--- src/rtl/regfile_pkg.sv ---
// Shared definitions for the register-file adder and writer blocks:
// default widths and the writer FSM state encoding.
package regfile_pkg;

    localparam int DATA_W_DEF = 32;
    localparam int ADDR_W_DEF = 5;

    localparam logic [1:0] ST_IDLE  = 2'd0;
    localparam logic [1:0] ST_WRITE = 2'd1;
    localparam logic [1:0] ST_DONE  = 2'd2;

endpackage

--- src/rtl/regfile_fib_writer_fib_step.sv ---
// Holds the word currently offered on the write port and the word after it;
// a shift advances the pair by one Fibonacci step.
module fib_step #(
    parameter int DATA_W = 32
) (
    input  logic              clk,
    input  logic              rst_n,
    input  logic              load,
    input  logic              shift,
    input  logic [DATA_W-1:0] seed0,
    input  logic [DATA_W-1:0] seed1,
    output logic [DATA_W-1:0] word
);

    logic [DATA_W-1:0] cur_word;
    logic [DATA_W-1:0] nxt_word;
    logic [DATA_W-1:0] sum;

    // Carry out of the add is dropped: words wrap modulo 2**DATA_W.
    assign sum  = cur_word + nxt_word;
    assign word = cur_word;

    always_ff @(posedge clk or negedge rst_n) begin
        if (!rst_n) begin
            cur_word <= '0;
            nxt_word <= '0;
        end else if (load) begin
            cur_word <= seed0;
            nxt_word <= seed1;
        end else if (shift) begin
            cur_word <= nxt_word;
            nxt_word <= sum;
        end
    end

endmodule

--- src/rtl/regfile_fib_writer.sv ---
// Fills NREG consecutive register-file words with a Fibonacci sequence
// through a single ready/valid write port.
module regfile_fib_writer
    import regfile_pkg::*;
#(
    parameter int DATA_W    = DATA_W_DEF,
    parameter int ADDR_W    = ADDR_W_DEF,
    parameter int NREG      = 32,
    parameter int BASE_ADDR = 0
) (
    input  logic              clk,
    input  logic              rst_n,
    input  logic              start,
    input  logic              abort,
    input  logic [DATA_W-1:0] seed0,
    input  logic [DATA_W-1:0] seed1,
    output logic              we,
    output logic [ADDR_W-1:0] waddr,
    output logic [DATA_W-1:0] wdata,
    input  logic              wr_ready,
    output logic              busy,
    output logic              done,
    output logic [DATA_W-1:0] last_word
);

    localparam logic [ADDR_W-1:0] LAST_IDX = ADDR_W'(NREG - 1);
    localparam logic [ADDR_W-1:0] BASE     = ADDR_W'(BASE_ADDR);

    logic [1:0]        state;
    logic [ADDR_W-1:0] count;
    logic [DATA_W-1:0] word;
    logic              load;
    logic              accept;

    assign load   = (state == ST_IDLE) && start;
    // abort wins over a write completing in the same cycle
    assign accept = (state == ST_WRITE) && wr_ready && !abort;

    assign we    = (state == ST_WRITE);
    assign busy  = (state == ST_WRITE);
    assign done  = (state == ST_DONE);
    assign waddr = BASE + count;
    assign wdata = word;

    fib_step #(
        .DATA_W (DATA_W)
    ) u_fib_step (
        .clk   (clk),
        .rst_n (rst_n),
        .load  (load),
        .shift (accept),
        .seed0 (seed0),
        .seed1 (seed1),
        .word  (word)
    );

    always_ff @(posedge clk or negedge rst_n) begin
        if (!rst_n) begin
            state     <= ST_IDLE;
            count     <= '0;
            last_word <= '0;
        end else begin
            case (state)
                ST_IDLE: begin
                    if (start) begin
                        state <= ST_WRITE;
                        count <= '0;
                    end
                end
                ST_WRITE: begin
                    if (abort) begin
                        state <= ST_IDLE;
                    end else if (wr_ready) begin
                        last_word <= word;
                        if (count == LAST_IDX) begin
                            state <= ST_DONE;
                        end else begin
                            count <= count + 1'b1;
                        end
                    end
                end
                ST_DONE: state <= ST_IDLE;
                default: state <= ST_IDLE;
            endcase
        end
    end

endmodule

--- config.mk ---
export PLATFORM = sky130hd
export DESIGN_NAME = regfile_fib_writer
export DESIGN_NICKNAME = d
export VERILOG_FILES = /design/src/rtl/regfile_pkg.sv /design/src/rtl/regfile_fib_writer_fib_step.sv /design/src/rtl/regfile_fib_writer.sv
export SDC_FILE = /design/constraint.sdc
export NUM_CORES = 1
export LEC_CHECK = 0
export ABC_CLOCK_PERIOD_IN_PS = 5600
export CAP_MARGIN = 15
export CORE_MARGIN = 4
export CORE_UTILIZATION = 55
export DETAILED_ROUTE_END_ITERATION = 7
export PLACE_DENSITY = 0.91
export SLEW_MARGIN = 40
export SYNTH_ARGS = -nofsm -noshare
export SYNTH_HDL_FRONTEND = slang
export SYNTH_HIERARCHICAL = 1
export SYNTH_SLANG_ARGS = --single-unit
--- constraint.sdc ---
create_clock -name clk -period 5.6 [get_ports clk]
set_input_delay 1.12 -clock clk [delete_from_list [all_inputs] [get_ports clk]]
set_output_delay 1.12 -clock clk [all_outputs]
set_load 0.02 [all_outputs]
Yosys cells after proc, flatten, opt, wreduce, memory -nomap -nowiden
Index checks and enable logic that the tools add are counted.
- eq/ne operators: 9
- bitwise operators: 1
- add/subtract/negate cells: 2
- multiplexer cells: 14
- reductions and logical operators: 10
- operator list (operator ; number):
    $mux W32 ; 4
    $add A32 B32 Y32 ; 1
    $mux W5 ; 4
    $pmux W5 S2 ; 1
    $mux W2 ; 4
    $ne A2 B2 Y1 const B ; 4
    $reduce_and A3 Y1 ; 2
    $add A5 B1 Y5 const B ; 1
    $eq A5 B5 Y1 const B ; 1
    $reduce_and A5 Y1 ; 1
    $pmux W2 S2 ; 1
    $reduce_bool A2 Y1 ; 2
    $logic_and A1 B1 Y1 ; 3
    $ne A3 B2 Y1 const B ; 1
    $ne A3 B3 Y1 const B ; 1
    $eq A2 B1 Y1 const B ; 1
    $eq A2 B2 Y1 const B ; 1
    $logic_not A2 Y1 ; 1
    $logic_not A1 Y1 ; 1
    $not A1 Y1 ; 1
- output and inout bits: 72
- input port bits: 69
- bits in registers: 103
- logic and storage cells: 41

Depth between registers and ports, before layout
- word-level depth: 5
- mapped depth: 11

By module
Netlist, hierarchy kept.
- by module, submodules not included (module ; instances ; cells an instance ; seq. area each (um^2) ; area each (um^2)):
    fib_step ; 1 ; 526 ; 1601.5 ; 4625.7
    regfile_fib_writer ; 1 ; 99 ; 975.9 ; 1716.6

Worst setup path after synthesis
OpenSTA, ideal clock, no wires.
- path type: register to register
- from: register u_fib_step.cur_word[0] (netlist: u_fib_step/word[0])
- to: register u_fib_step.nxt_word[28]
- arrival: 2843 ps
- data required time: 5475 ps
- library setup time: 125 ps
- setup slack: 2633 ps
- period minus slack after synthesis: 2967 ps
- cell stages (with the launch flop): 12
- cell sequence: dfrtp_1 ha_1 fa_1 a21o_1 a221oi_4 a31o_4 o31ai_2 o221ai_2 o21ai_1 xor2_1 mux2_2 mux2_2
- longest elaborated chain between the ends: 3
- RTL lines (what ; line ; text):
    start: declaration ; regfile_fib_writer_fib_step.sv:15 ; logic [DATA_W-1:0] cur_word;
    start signal: assignment ; regfile_fib_writer_fib_step.sv:31 ; cur_word <= nxt_word;
    $add A32 B32 Y32 ; regfile_fib_writer_fib_step.sv:20 ; assign sum = cur_word + nxt_word;
    $mux W32 ; regfile_fib_writer_fib_step.sv:30 ; end else if (shift) begin
    $mux W32 ; regfile_fib_writer_fib_step.sv:27 ; end else if (load) begin
    end signal: assignment ; regfile_fib_writer_fib_step.sv:32 ; nxt_word <= sum;
    end: declaration ; regfile_fib_writer_fib_step.sv:16 ; logic [DATA_W-1:0] nxt_word;
No other way between the ends. The select of a mux whose other input is x is not followed.
A chain may end at the register's enable or synchronous reset.

Worst setup path after layout
Same ends and word-level chain as after synthesis.

==> impl_results.md <==
- Initial cell density of the core: 0.573
- Later-pin clock latency in the skew report: 360 ps
- Residual overflow from global routing: 0
- Leading cell type in the layout, fill and taps excluded: clkdlybuf4s50_1
- Std-Cell Rows: 38
- Mapped Nets: between 700 and 800
- Fraction of final layout cells with drive strength greater than 1: 0.0874
- Xor and xnor fraction of the mapped netlist area: 0.0359
- Number of synthesized flops with an enable pin: 0
- Cells taking the most area after synthesis: dfrtp_1, mux2i_1, mux2_4
- Number of buffers added to fix hold violations after cts: 0
- Final number of hold-violating endpoints: 0
- First-pass GRT wire length: 26000 µm
- Run status: finished, final reports clean
- Maximum clock insertion buffer count: 2
- Relative max-transition margin: 0.543
- Pin count of the biggest net entering global routing: 62
- Buffer type at the clock tree root: clkbuf_16
- Peak Freq: 0.313 GHz
- Busiest layer in global routing: met2
- Final routed DRC violation total: 0
- Via count of the first global-routing pass: ~5500
- Post-DP HPWL: ~11000 µm
- Critical Setup Path Class: reg2reg
- Remaining number of nets flagged by the antenna check after routing: 0
- Fraction of synthesized area in multiplexers: 0.156
- Data required, critical path: between 5000 and 6000 ps
- Number of cells on the worst reg-to-reg path: 11
- Total routed wirelength: about 16000 µm
- Buffers added on ports: 140
- Met1 Use GR: 0.312
- Routing usage on met3: 0.0542
- Maximum vdd drop: 0.449 mV
- Flop2flop setup slack: roughly 2400 ps
- CTS H-Tree Depth: 3
- Area share of and/or/nand/nor cells after synthesis: 0.127
- Worst hold stages: 1
- Post-CTS setup repair buffer count: 0
- RR Startpoint: u_fib_step/word[0]
- Combinational family with the most area after synthesis: compound AO/OA/AOI/OAI gates
- Critical hold path startpoint: last_word[31]
- Vias per cell: approximately 5.9
- Maximum net fanout on the critical path: 5
- Lkg Pwr: around 3.5 nW
- Antenna cells: 0
- Final Worst Setup Slack: ~2400 ps
- Finish-stage setup viols: 0
- Post-CTS sizing: 0
- Starting DRC count in detailed routing: approximately 410
- Synth Area in Compound Gates: 0.170
- Share of Yosys cell area claimed by the top area cell type: 0.406
- Fin crit share: 0.571
- Async set or reset register ratio after synthesis: 1.00
- Syn_area_per_cell: ~10 µm²
- Final cell utilization of the core: 0.734
- Worst Hold End: last_word[31]
- Clock buffer count from CTS: 9
- Area grow syn2layout: 28.2%
- Cell type with the largest total area after synthesis: dfrtp_1
- Average wire per cell in the routed design: between 15 and 20 µm
- Total of max-cap violations: 0
- Vertical extent of the die: approximately 120 µm
- Post-route clock skew: 5.71 ps
- CP startpoint kind: flop
- Clock tree from TritonCTS: built
- Ports: about 140
- Initial antenna violation count: 0
- Gate Count Post-Synth: between 600 and 700
- Final slew viol count: 0
- Yosys synthesis warning count: 6
- Clock transition at the registers of the reported paths: roughly 70 ps
- Setup repair after global routing missed its margin: no
- Endpoint arrival time on the critical path: around 3400 ps
- Share of the yosys chip area belonging to registers: 0.406
- Overall global routing resource usage: 0.242
- CORE AREA: 11100 µm²
- Highest-count cells in the layout ignoring fill and taps: clkdlybuf4s50_1, dfrtp_1, nand2_1, o21ai_0, mux2i_1
- Power after layout: a little over 0.004 W
- Element type at the critical path end: flop
- Cell area power density: roughly 500 nW/µm²
- Placer Congestion: roughly 0.91
- Total iterations of the first detailed-routing run: 5
- Fraction of the mapped netlist area in adder cells: 0.0683
- Type of the most critical hold path: reg2reg
- TNS Setup: 0 ps
- Synth Flop Type: dfrtp_1
- Pre-CTS setup slack: ~2300 ps
- Actual transition at the worst max-transition pin: roughly 700 ps
- DIE WIDTH: between 100 and 150 µm
- Total number of nets in the final design: approximately 850
- TritonCTS Sinks: 103
- Fill cell count: ~800
- Post-synth design cell area: roughly 6300 µm²
- Routed via count: between 5000 and 6000
- Distinct cell type count after synthesis: 63
- Floorplan die area: around 13000 µm²
- Met2 Resource Use GR: 0.404
- Number of synthesized register bits: 103
- Min Clock Period, post-route: ~3200 ps
- Reg-to-reg endpoint: u_fib_step/nxt_word[28]
-- through the flow --
| step | cells | area, µm² | hold WS (ps) |
|---|---|---|---|
| floorplan | 625 | 6340 | 542 |
| global placement | 878 | 7790 | 493 |
| detailed placement | 878 | 7790 | 495 |
| CTS | 894 | 8100 | 515 |
| global route | 895 | 8130 | 538 |
| finish | 895 | 8130 | 511 |
-- final cells by class --
cell class                 instances  area, µm²  area share
inverter                          11       41.3     0.00508
multi-input combinational        479       3550       0.436
sequential                       103       2580       0.317
timing repair buffer             146       1480       0.182
clock inverter                     5       82.6      0.0102
clock buffer                      11        233      0.0286
tap                              140        175      0.0215
-- worst max path at each step --
stage,cells past startpoint,end,from,slack (ps)
global route,11,u_fib_step/nxt_word[28],u_fib_step/word[0],2280
CTS,11,u_fib_step/nxt_word[28],u_fib_step/word[0],2420
finish,11,u_fib_step/nxt_word[28],u_fib_step/word[0],2400
floorplan,11,u_fib_step/nxt_word[28],u_fib_step/word[0],2630
detailed placement,5,u_fib_step/nxt_word[19],abort,2270
global placement,5,u_fib_step/nxt_word[19],abort,2350
-- cell usage after synthesis, drive strengths merged (2+ instances only) --
cell type    n
and3b        2
xnor2       17
o211ai       3
a31oi        7
clkbuf      20
inv         11
buf         12
o31ai        2
nor2b       11
nor2        14
a221oi       2
and2b        2
or3          2
a31o         3
o21a         2
nor3b        9
a21boi       2
ha          33
dfrtp      103
nand2b       6
nand2       76
nor3         5
a22oi        2
nand4        3
o21ai       81
a211oi       4
mux2        35
and2         4
a22o         3
xor2         9
a21oi       34
or4          2
and3         6
nand3       11
o21bai       3
mux2i       49
a21o        19
-- state kept, by name, indices dropped and copies added, names as in the netlist --
register	flops
u_fib_step/nxt_word	32
u_fib_step/word	32
last_word	32
state	2
count	5
-- cell families (layout without fill, tap and decap cells) --
logic type,after synthesis,after routing
AOI/OAI and AO/OA,175,175
and+or+nand+nor,160,160
DFF,103,103
muxes,84,84
buffers and inverters,43,173
adders and majority gates,34,34
xor gates and xnor gates,26,26
-- routing by layer --
layer  vias to the layer above  routed length (µm)
met3                        34                 874
met2                       187                7700
li1                       2495                   -
met4                         0                 343
met5                         -                   0
met1                      2554                6770
-- worst max-delay path, cell delays in order (launching register included) --
cell	delay (ps)
dfrtp_1	410
ha_1	250
fa_1	410
a21o_1	240
a221oi_4	390
a31o_4	230
o31ai_2	100
o221ai_2	230
o21ai_1	130
xor2_1	170
mux2_2	270
mux2_2	250
-- power by group --
group | switching [W] | total (W) | internal, W
clock network | 0.000279 | 0.000671 | 0.000392
logic | 0.00115 | 0.00224 | 0.00109
registers | 0.000231 | 0.00124 | 0.00101
(Power assumes the default switching activity.)
